## config.mk

```make
export PLATFORM = sky130hd
export DESIGN_NAME = sonar_tx_sequenciador
export DESIGN_NICKNAME = d
export VERILOG_FILES = /design/src/rtl/sonar_tx_sequenciador.sv
export SDC_FILE = /design/constraint.sdc
export NUM_CORES = 1
export LEC_CHECK = 0
export CORE_MARGIN = 2
export CORE_UTILIZATION = 45
export DETAILED_ROUTE_END_ITERATION = 12
export PLACE_DENSITY_LB_ADDON = 0.12
export SYNTH_ARGS = -nofsm -noshare
export SYNTH_HDL_FRONTEND = slang
export SYNTH_SLANG_ARGS = --single-unit
export TNS_END_PERCENT = 1
```

## constraint.sdc

```tcl
create_clock -name clock -period 2 [get_ports clock]
set_input_delay 0.4 -clock clock [delete_from_list [all_inputs] [get_ports clock]]
set_output_delay 0.4 -clock clock [all_outputs]
set_load 0.1 [all_outputs]
```

## src/rtl/sonar_tx_sequenciador.sv

```systemverilog
// rtl/sonar_tx_sequenciador.sv - sonar frame sequencer feeding the UART TX one ASCII char at a time
//
// Ports:
//   clock, reset          : system clock (rising edge), asynchronous active-high reset
//   partida               : start-of-frame pulse, only honoured in INICIAL
//   angulo, distancia     : 3 BCD digits each ([11:8] hundreds, [7:4] tens, [3:0] units)
//   serial_pronto         : UART pulse, current character fully sent
//   serial_partida        : 1-cycle pulse telling the UART to load serial_dado
//   serial_dado           : ASCII character at the current index (0 in INICIAL)
//   ocupado               : high from CARREGA through FIM
//   pronto                : 1-cycle pulse on successful frame completion
//   erro_timeout          : sticky watchdog abort flag
//   db_estado, db_indice  : debug view of state and character index
//
// Frame: a2 a1 a0 ',' d2 d1 d0 '#'.
// Optional macro SONAR_TX_CHECKSUM_EN appends a 9th checksum character.
module sonar_tx_sequenciador #(
  parameter int TIMEOUT_CICLOS = 100000
) (
  input  logic        clock,
  input  logic        reset,
  input  logic        partida,
  input  logic [11:0] angulo,
  input  logic [11:0] distancia,
  input  logic        serial_pronto,
  output logic        serial_partida,
  output logic [6:0]  serial_dado,
  output logic        ocupado,
  output logic        pronto,
  output logic        erro_timeout,
  output logic [3:0]  db_estado,
  output logic [3:0]  db_indice
);

  typedef enum logic [3:0] {
    INICIAL = 4'd0,
    CARREGA = 4'd1,
    ENVIA   = 4'd2,
    ESPERA  = 4'd3,
    PROXIMO = 4'd4,
    FIM     = 4'd5,
    ERRO    = 4'd6
  } estado_t;

`ifdef SONAR_TX_CHECKSUM_EN
  localparam logic [3:0] ULTIMO = 4'd8;
`else
  localparam logic [3:0] ULTIMO = 4'd7;
`endif

  localparam int CW = $clog2(TIMEOUT_CICLOS);
  localparam logic [CW-1:0] TERMINAL = CW'(TIMEOUT_CICLOS - 1);

  estado_t       estado, proximo;
  logic [11:0]   ang_q, dist_q;
  logic [3:0]    indice;
  logic [CW-1:0] contador;
  logic          erro_q;
  logic [6:0]    caractere;
  logic          fim_contagem;

  function automatic logic [6:0] digito(input logic [3:0] n);
    return (n > 4'd9) ? 7'h3F : (7'h30 + {3'b000, n});
  endfunction

`ifdef SONAR_TX_CHECKSUM_EN
  logic [6:0] soma_xor;
  assign soma_xor = digito(ang_q[11:8]) ^ digito(ang_q[7:4]) ^ digito(ang_q[3:0]) ^ 7'h2C ^
                    digito(dist_q[11:8]) ^ digito(dist_q[7:4]) ^ digito(dist_q[3:0]) ^ 7'h23;
`endif

  always_comb begin
    caractere = 7'h00;
    case (indice)
      4'd0: caractere = digito(ang_q[11:8]);
      4'd1: caractere = digito(ang_q[7:4]);
      4'd2: caractere = digito(ang_q[3:0]);
      4'd3: caractere = 7'h2C;
      4'd4: caractere = digito(dist_q[11:8]);
      4'd5: caractere = digito(dist_q[7:4]);
      4'd6: caractere = digito(dist_q[3:0]);
      4'd7: caractere = 7'h23;
`ifdef SONAR_TX_CHECKSUM_EN
      4'd8: caractere = {1'b1, soma_xor[5:0]};
`endif
      default: caractere = 7'h00;
    endcase
  end

  // Watchdog terminal count; a simultaneous serial_pronto takes priority.
  assign fim_contagem = (contador == TERMINAL);

  always_ff @(posedge clock or posedge reset) begin
    if (reset) estado <= INICIAL;
    else       estado <= proximo;
  end

  always_comb begin
    proximo        = estado;
    serial_partida = 1'b0;
    ocupado        = 1'b0;
    pronto         = 1'b0;
    case (estado)
      INICIAL: if (partida) proximo = CARREGA;
      CARREGA: begin
        ocupado = 1'b1;
        proximo = ENVIA;
      end
      ENVIA: begin
        ocupado        = 1'b1;
        serial_partida = 1'b1;
        proximo        = ESPERA;
      end
      ESPERA: begin
        ocupado = 1'b1;
        if (serial_pronto)     proximo = PROXIMO;
        else if (fim_contagem) proximo = ERRO;
      end
      PROXIMO: begin
        ocupado = 1'b1;
        proximo = (indice == ULTIMO) ? FIM : ENVIA;
      end
      FIM: begin
        ocupado = 1'b1;
        pronto  = 1'b1;
        proximo = INICIAL;
      end
      ERRO:    proximo = INICIAL;
      default: proximo = INICIAL;
    endcase
  end

  always_ff @(posedge clock or posedge reset) begin
    if (reset) begin
      ang_q    <= 12'h000;
      dist_q   <= 12'h000;
      indice   <= 4'd0;
      contador <= '0;
      erro_q   <= 1'b0;
    end else begin
      case (estado)
        INICIAL: if (partida) begin
          ang_q  <= angulo;
          dist_q <= distancia;
          indice <= 4'd0;
          erro_q <= 1'b0;
        end
        ENVIA:  contador <= '0;
        ESPERA: begin
          contador <= contador + 1'b1;
          if (!serial_pronto && fim_contagem) erro_q <= 1'b1;
        end
        PROXIMO: if (indice != ULTIMO) indice <= indice + 4'd1;
        default: ;
      endcase
    end
  end

  assign serial_dado  = (estado == INICIAL) ? 7'h00 : caractere;
  assign erro_timeout = erro_q;
  assign db_estado    = estado;
  assign db_indice    = indice;

endmodule

```

Word level (Yosys, flattened, before mapping) --
Index checks and enable logic that the tools add are counted.
Storage, ports and cells: output and inout bits 19, logic and storage cells 73, flip-flop bits (word level) 50
Operators by class: equality and inequality tests 18, order comparisons 6, reductions and logical operators 12, add/sub/neg operators 8, multiplexer cells 23
Operator list (count):
- 7-bit one-hot mux with 8 select lines | 1
- 7-bit 2-to-1 mux | 7
- 6-bit by 4-bit adder with 7-bit output, first input constant | 6
- 17-bit one-hot mux with 2 select lines | 1
- 4-bit by 3-bit == test with 1-bit output, second input constant | 6
- 4-bit greater-than comparator, second input constant | 6
- 4-bit 2-to-1 mux | 5
- 4-bit one-hot mux with 5 select lines | 1
- 17-bit by 1-bit adder with 17-bit output, second input constant | 1
- 17-bit == test, second input constant | 1
- 4-bit by 2-bit == test with 1-bit output, second input constant | 4
- 4-bit by 1-bit == test with 1-bit output, second input constant | 2
- 4-bit logical NOT | 2
- 4-bit one-hot mux with 2 select lines | 1
- 2-bit inequality test, second input constant | 3
- 3-bit AND reduction | 2
- 2-bit nonzero test | 3
- 1-bit 2-to-1 mux | 5
- 5-bit OR reduction | 1
- 4-bit by 1-bit adder with 4-bit output, second input constant | 1
- 4-bit by 3-bit inequality test with 1-bit output, second input constant | 1
- 2-bit AND reduction | 2
- 3-bit 2-to-1 mux | 1
- 3-bit inequality test, second input constant | 1
- other kinds (3) | 3

Depth between registers and ports, before layout --
Gate-level depths: netlist of run 1.
depth in word-level cells 4, gate-level depth with buffers 7, depth with buffers taken out 6

Worst setup path before layout of run 1 --
No wires, ideal clock.
kind reg2out, from register indice[1], in the netlist db_indice[1], to output port serial_dado[1], path slack -2.680 ns, buffers on the path 0, cell stages (with the launch flop) 4, arrival time 4.280 ns, cell sequence dfrtp_1 > ha_1 > or4b_1 > a311oi_1
On the way: longest elaborated chain between the ends 3, elaborated cells on any way between the ends 10, those cells by class eq/ne: 7; mux: 2; reduce/logical: 1
Ends and longest elaborated chain:
- from (decl) | RTL line 56 | logic [3:0] indice;
- from (signal assigned) | RTL line 153 | PROXIMO: if (indice != ULTIMO) indice <= indice + 4'd1;
- 4-bit by 3-bit == test with 1-bit output, or another cell as far along | RTL line 74 | case (indice)
- 7-bit one-hot mux with 8 select lines (*) | RTL line 74
- 7-bit 2-to-1 mux (*) | RTL line 159 | assign serial_dado = (estado == INICIAL) ? 7'h00 : caractere;
- to (decl) | RTL line 27 | output logic [6:0] serial_dado,
Mark *: on every way between the ends. The rest lies on a longest branch, timed or not.

Worst setup path in the final report of run 1 --
from register indice[1], in the netlist db_indice[1], to output port serial_dado[2]
Same word-level chain as after synthesis.

==> metrics.md, run 1 <==
| Metric | Value |
|---|---|
| Status | `complete, but fails checks` |
| Failing checks | `setup timing` |
| Most frequent cells in the layout | `nand2_1, dfrtp_1, clkdlybuf4s50_1, buf_4, buf_12` |
| Total number of vias | `2379` |
| Die Wd | `81.4 um` |
| FF/Latch Area | `0.00124 mm2` |
| Hold WC Path Type | `input port to asynchronous set/reset pin` |
| Clk_lat worst skew | `0.29 ns` |
| Chip Height | `81.4 um` |
| Crit start category | `flip-flop` |
| Worst Path Required | `1.60 ns` |
| Fin Clk Skew | `0.00380 ns` |
| Seq/Total Area, Yosys | `45.5%` |
| Starting Density | `46.1%` |
| Core area | `0.00585 mm2` |
| Net switching share of the total power | `51.0%` |
| Final Net Count | `410` |
| R2R cell count | `7` |
| Clk pwr share | `8.4%` |
| Routed WL | `6300 um` |
| GRT overflow | `0` |
| Max stage delay cell, worst path | `dfrtp_4` |
| Vias in the first global route | `2246` |
| Htree depth | `2` |
| Seq pwr share | `24.9%` |
| Fin worst setup slack | `-0.386 ns` |
| Worst vdd ir | `1.41 mV` |
| Reg2reg start | `db_indice[1]` |
| Antenna-violating nets left | `0` |
| Internal power | `3.41 mW` |
| First-pass GRT wire length | `10600 um` |
| Antenna violations before repair | `0` |
| WL per Instance | `13.9 um` |
| Yosys warns | `0` |
| Fmax | `419 MHz` |
| Gate power share | `66.7%` |
| Hold_buf cts | `0` |
| Detailed Place HPWL | `4590 um` |
| Worst-case clock buffer depth | `2` |
| CTS sink cnt | `49` |
| # port buffers | `44` |
| Residual DRC | `0` |
| Die area | `0.00663 mm2` |
| Multi-input logic area | `0.00149 mm2` |
| Cell variety after synth | `45` |
| R2r setup slk | `0.07 ns` |
| Hold Violations, Final | `0` |
| Tot GR Track Use | `20.6%` |
| Leading area contributor after synthesis | `dfrtp_1` |
| Crit Path Class | `flip-flop to output pin` |
| Fin util | `65.4%` |
| Largest net degree at the start of global routing | `50` |
| Layout cells sized above 1 | `25.9%` |
| Filler cells | `477` |
| Placer Congestion | `0.863` |
| Row cnt | `28` |
| RSZ-0062 raised after global routing | `true` |
| Num CTS Buffers | `5` |
| # placed instances | `444` |
| DR pass1 iterations | `4` |
| CP cell instances | `inv_4 -> buf_6 -> ha_4 -> buf_6 -> nand2_4 -> nor3_2 -> a21o_1 -> o31a_2 -> buf_12` |
| I/O pin count | `47` |
| Max incr delay on CP | `0.46 ns` |
| Crit path top cell by count | `buf_6` |
| Power density over cell area | `1820 mW/mm2` |
| Max Slew Vio Count | `0` |
| Final setup violation count | `5` |
| Area grow syn2layout | `41.9%` |
| CP arrival | `1.99 ns` |
| Top cells by area, synth | `dfrtp_1, nand2_1, mux2i_1` |
| Root Buffer | `clkbuf_8` |
| CTS tree | `built` |
| Reg clk slew, reported paths | `0.09 ns` |
| Final worst path period share | `119%` |
| Number of DRC markers in iteration 0 | `146` |
| Psw | `3.54 mW` |
| Leakage Power | `1.80 nW` |
| RR Endpoint | `db_estado[2]` |
| Syn Inst Count | `307` |
| Final min period | `2.39 ns` |
| Syn_area_per_cell | `8.78 um2` |
| Max cap viols | `0` |
| Synthesis-stage register bit count | `49` |
| Vias per cell | `5.25` |
| ANT cells | `0` |
| Synth Cell Area | `0.00270 mm2` |
| Non-Filler Instances | `453` |
| Worst Hold Slack | `0.459 ns` |
| Critical Path End Type | `output pin` |
| Crit-path max FO | `6` |
| Yosys top cell area share | `45.5%` |
| Most common cell after layout, fill and taps aside | `nand2_1` |
## stage by stage
stage	TNS [ns]	worst slack, ns	total power [mW]	cell area [um2]
final	-1.62	-0.386	6.95	3820
after global routing	-1.90	-0.440	7.34	3820
after CTS	-1.83	-0.421	6.85	3760
after detailed placement	-0.410	-0.152	6.22	3650
after global placement	-0.311	-0.144	6.19	3650
after floorplan	-4.15	-0.671	4.53	2790
## cell usage after synthesis (all sizes together)
cell,number
dfrtp,49
xnor2,1
o21a,5
o21bai,1
buf,10
o311ai,1
clkbuf,4
nand4,4
a222oi,1
a22oi,1
and3,4
and4,2
a211oi,7
a2bb2oi,1
nor4,2
nand2b,4
a311oi,2
nand2,102
a21oi,11
o211ai,2
nand3,9
nor3b,1
and2,1
nand3b,3
xor2,1
o31a,3
or3,1
o31ai,2
nor3,9
inv,10
nor4b,1
conb,1
nor2,14
ha,5
or4b,4
a22o,1
o21ai,11
a211o,1
mux2i,13
a21o,2
## worst max-delay path by stage
stage | from | end | slack [ns] | cells past startpoint
4_1_cts | db_indice[0] | serial_dado[1] | -0.42 | 5
3_3_place_gp | db_indice[0] | serial_dado[0] | -0.14 | 6
2_1_floorplan | db_indice[1] | serial_dado[1] | -0.67 | 6
6_report | db_indice[1] | serial_dado[2] | -0.39 | 9
5_1_grt | db_indice[1] | serial_dado[2] | -0.44 | 9
3_5_place_dp | db_indice[0] | serial_dado[0] | -0.15 | 6
## cell type report
cell class | instances | area share, %
multi-input cells | 235 | 38.9
flip-flops and latches | 49 | 32.5
repair buffers | 76 | 22.7
well taps | 75 | 2.45
clock buffers | 6 | 1.90
inverters | 10 | 1.11
clock inverters | 2 | 0.360
## power by group through the flow
stage	Sequential (mW)	Clock, mW	Combinational (mW)
2_1_floorplan	2.02	0	2.51
3_3_place_gp	1.73	0	4.46
3_5_place_dp	1.74	0	4.48
4_1_cts	1.71	0.606	4.53
5_1_grt	1.79	0.647	4.91
6_report	1.73	0.587	4.64
## logic make-up (layout without fill, tap and decap cells)
family | Yosys count | after routing | share of synthesized area (%)
AND/OR/NAND/NOR | 161 | 161 | 29.4
adder cells (fa/ha/maj) | 5 | 5 | 2.32
multiplexers | 13 | 13 | 4.83
buffers and inverters | 24 | 94 | 3.99
AO/OA/AOI/OAI | 52 | 52 | 13.2
other | 1 | 2 | 0.139
flip-flops | 49 | 49 | 45.5
XOR/XNOR | 2 | 2 | 0.650
## critical path: cells and delay by family (launching register included)
family | cells | cell delay, ns
AOI/OAI and AO/OA | 2 | 0.51
and+or+nand+nor | 2 | 0.10
buffers and inverters | 4 | 0.46
DFF | 1 | 0.46
adders and majority gates | 1 | 0.15
## state kept, by name (all words and copies together) (netlist names)
register and cells:
ang_q 12, contador 17, db_estado 3, db_indice 4, dist_q 12, erro_timeout 1
## timing repair
action,4_1_cts,5_1_grt
gates cloned,0,0
buffers inserted,1,0
pin swaps,5,7
resized for setup,4,14
endpoints found under the setup margin,6,7
## layer usage
metal  track usage, %  vias to the layer above  routed length (um)
met5                0                        -                   0
met4             3.73                        0                  12
met3             3.67                        2                 281
met2             29.8                       53                2680
met1             32.3                     1130                3320
li1                 -                     1194                   -
Note: power is estimated with default switching activity, not from simulation.
==> run 2, diff against run 1 <==
Settings changed: ABC_AREA set to 1.
==> metrics.md, run 2 <==
| Metric | Value |
|---|---|
| Starting Density | `46.2%` |
| Hold_buf cts | `0` |
| Placer Congestion | `0.882` |
| Fin Setup TNS | `-0.938 ns` |
| Post-synthesis xor/xnor area fraction | `0.301%` |
| Max Slew Vio Count | `0` |
| Antenna-violating nets left | `0` |
| CP arrival | `1.80 ns` |
| Largest register FFs | `17` |
| Max cap viols | `0` |
| Adder-cell area share of the yosys netlist | `2.15%` |
| RR Endpoint | `ang_q[11]` |
| Final Net Count | `481` |
| Layout cells sized above 1 | `22.9%` |
| Post-Layout Inst Area | `0.00392 mm2` |
| Area grow syn2layout | `34.5%` |
| Tot GR Track Use | `20.1%` |
| DRT met1 WL | `3010 um` |
| Filler cells | `588` |
| Leading area contributor after synthesis | `dfrtp_1` |
| Top cells by area, synth | `dfrtp_1, nand2_1, inv_1` |
| Fin worst setup slack | `-0.203 ns` |
| Placed cell area | `0.00368 mm2` |
| Root Buffer | `clkbuf_8` |
| Reg2reg start | `db_estado[0]` |
| Biggest register | `contador` |
| Hold Violations, Final | `0` |
| Reg clk slew, reported paths | `0.09 ns` |
| Antenna violations before repair | `0` |
| Yosys top cell area share | `42.1%` |
| Core area | `0.00631 mm2` |
| Fmax | `454 MHz` |
| Row cnt | `29` |
| Main synth FF type | `dfrtp_1` |
| First-pass GRT wire length | `11700 um` |
| Crit-path max FO | `4` |
| Synth Area in Simple Gates | `31.3%` |
| DR pass1 iterations | `4` |
| Chip Height | `84.5 um` |
| Number of DRC markers in iteration 0 | `130` |
| Vias in the first global route | `2627` |
| Largest registers | `contador x17, ang_q x12, dist_q x12` |
| Die area | `0.00714 mm2` |
| Top routing layer in use | `met4` |
| Yosys warns | `0` |
| Clk_lat worst skew | `0.31 ns` |
| Die Wd | `84.5 um` |
| Failing checks | `setup timing` |
| Crit start category | `flip-flop` |
| Status | `complete, but fails checks` |
| R2r setup slk | `0.45 ns` |
| Syn Inst Count | `392` |
| Syn_area_per_cell | `7.43 um2` |
| Vias per cell | `4.98` |
| Complex-gate fraction of the synthesized area | `13.8%` |
| Fin Clk Skew | `0.0104 ns` |
| Pwr Total | `6.42 mW` |
| Cell variety after synth | `34` |
| Routed WL | `6930 um` |
| Htree depth | `2` |
| CTS tree | `built` |
| Worst vdd ir | `2.46 mV` |
| Final setup violation count | `5` |
| Mux share of post-synthesis cell area | `0%` |
| GRT overflow | `0` |
| Metal2 WL | `3650 um` |
| Leakage Power | `1.86 nW` |
| Most common cell after layout, fill and taps aside | `nand2_1` |
| Crit Path Class | `flip-flop to output pin` |
| Top-count cell post-synth | `nand2_1` |
| Final worst path period share | `110%` |
| Final min period | `2.20 ns` |
| I/O pin count | `47` |
| Most frequent cells in the layout | `nand2_1, inv_1, dfrtp_1` |
| # port buffers | `44` |
| Total number of vias | `2622` |
| Num CTS Buffers | `5` |
| Hold WC Path Type | `input port to asynchronous set/reset pin` |
| DR WL met3 | `203 um` |
| Synth Cell Area | `0.00291 mm2` |
| Worst-case clock buffer depth | `2` |
| Largest net degree at the start of global routing | `43` |
| Synthesis-stage register bit count | `49` |
| Synth cell count leaders | `nand2_1, inv_1, dfrtp_1` |
| Worst Path Required | `1.60 ns` |
| Power density over cell area | `1640 mW/mm2` |
| WL per Instance | `13.2 um` |
| Residual DRC | `0` |
| Detailed Place HPWL | `5110 um` |
| ANT cells | `0` |
| RSZ-0062 raised after global routing | `true` |
| Post-synth EDFFs | `0` |
| Critical Path End Type | `output pin` |
| CTS sink cnt | `49` |
| Ys async rst share | `100%` |
| R2R cell count | `7` |
| Worst Hold Slack | `0.351 ns` |
| Largest family of logic cells by synthesized area | `simple AND/OR/NAND/NOR gates` |
| Seq/Total Area, Yosys | `42.1%` |
-- run 2: worst max-delay path by stage --
stage	startpoint	endpoint	slack, ns
after global placement	db_indice[1]	serial_dado[3]	0.09
after global routing	db_indice[0]	serial_dado[1]	-0.28
after detailed placement	db_indice[0]	serial_dado[0]	0.08
final	db_indice[1]	serial_dado[3]	-0.20
after CTS	db_indice[0]	serial_dado[1]	-0.22
after floorplan	db_indice[2]	serial_dado[3]	-0.23
-- run 2: layer usage --
| metal | vias to the layer above | global-route usage [%] |
|---|---|---|
| met5 | - | 0 |
| met2 | 41 | 37.1 |
| li1 | 1354 | - |
| met3 | 5 | 3.05 |
| met1 | 1222 | 24.6 |
| met4 | 0 | 4.76 |
-- run 2: final cells by class --
class / count / area (um2) / area share [%]
Multi-Input combinational cell: 279 / 1550 / 39.6
Sequential cell: 49 / 1240 / 31.8
Inverter: 57 / 231 / 5.91
Clock buffer: 7 / 76.3 / 1.95
Timing Repair Buffer: 56 / 712 / 18.2
Clock inverter: 1 / 5.00 / 0.128
Tap cell: 77 / 96.3 / 2.46
-- run 2: stage by stage --
step	utilization, %	worst slack, ns	cells
2_1_floorplan	-	-0.227	393
5_1_grt	62.1	-0.283	526
3_3_place_gp	58.3	0.0887	510
4_1_cts	60.4	-0.218	521
6_report	62.1	-0.203	526
3_5_place_dp	58.3	0.0751	510
-- run 2: critical path, cell delays in order, from the launching register on --
cell     delay (ns)
dfrtp_4        0.53
inv_6          0.09
ha_4           0.16
inv_2          0.05
nor2_4         0.10
nand2_1        0.06
o21ai_1        0.08
nor2_1         0.08
a21oi_4        0.15
buf_12         0.19
-- run 2: repair_timing --
action | in CTS | in global routing
setup endpoints to repair | 6 | 7
pin swaps | 2 | 7
resized for setup | 12 | 13
setup buffers | 3 | 5
-- run 2: report_power, final --
part	switching, mW	leakage, nW	internal [mW]
Combinational	2.72	1.19	1.49
Clock	0.337	0.0422	0.246
Sequential	0.312	0.625	1.31
Total	3.37	1.86	3.05
-- run 2: cell families after synthesis --
group                    count (synthesis)
flip-flops                              49
other                                    1
XOR/XNOR                                 1
adder cells (fa/ha/maj)                  5
buffers and inverters                   65
AND/OR/NAND/NOR                        205
AO/OA/AOI/OAI                           66
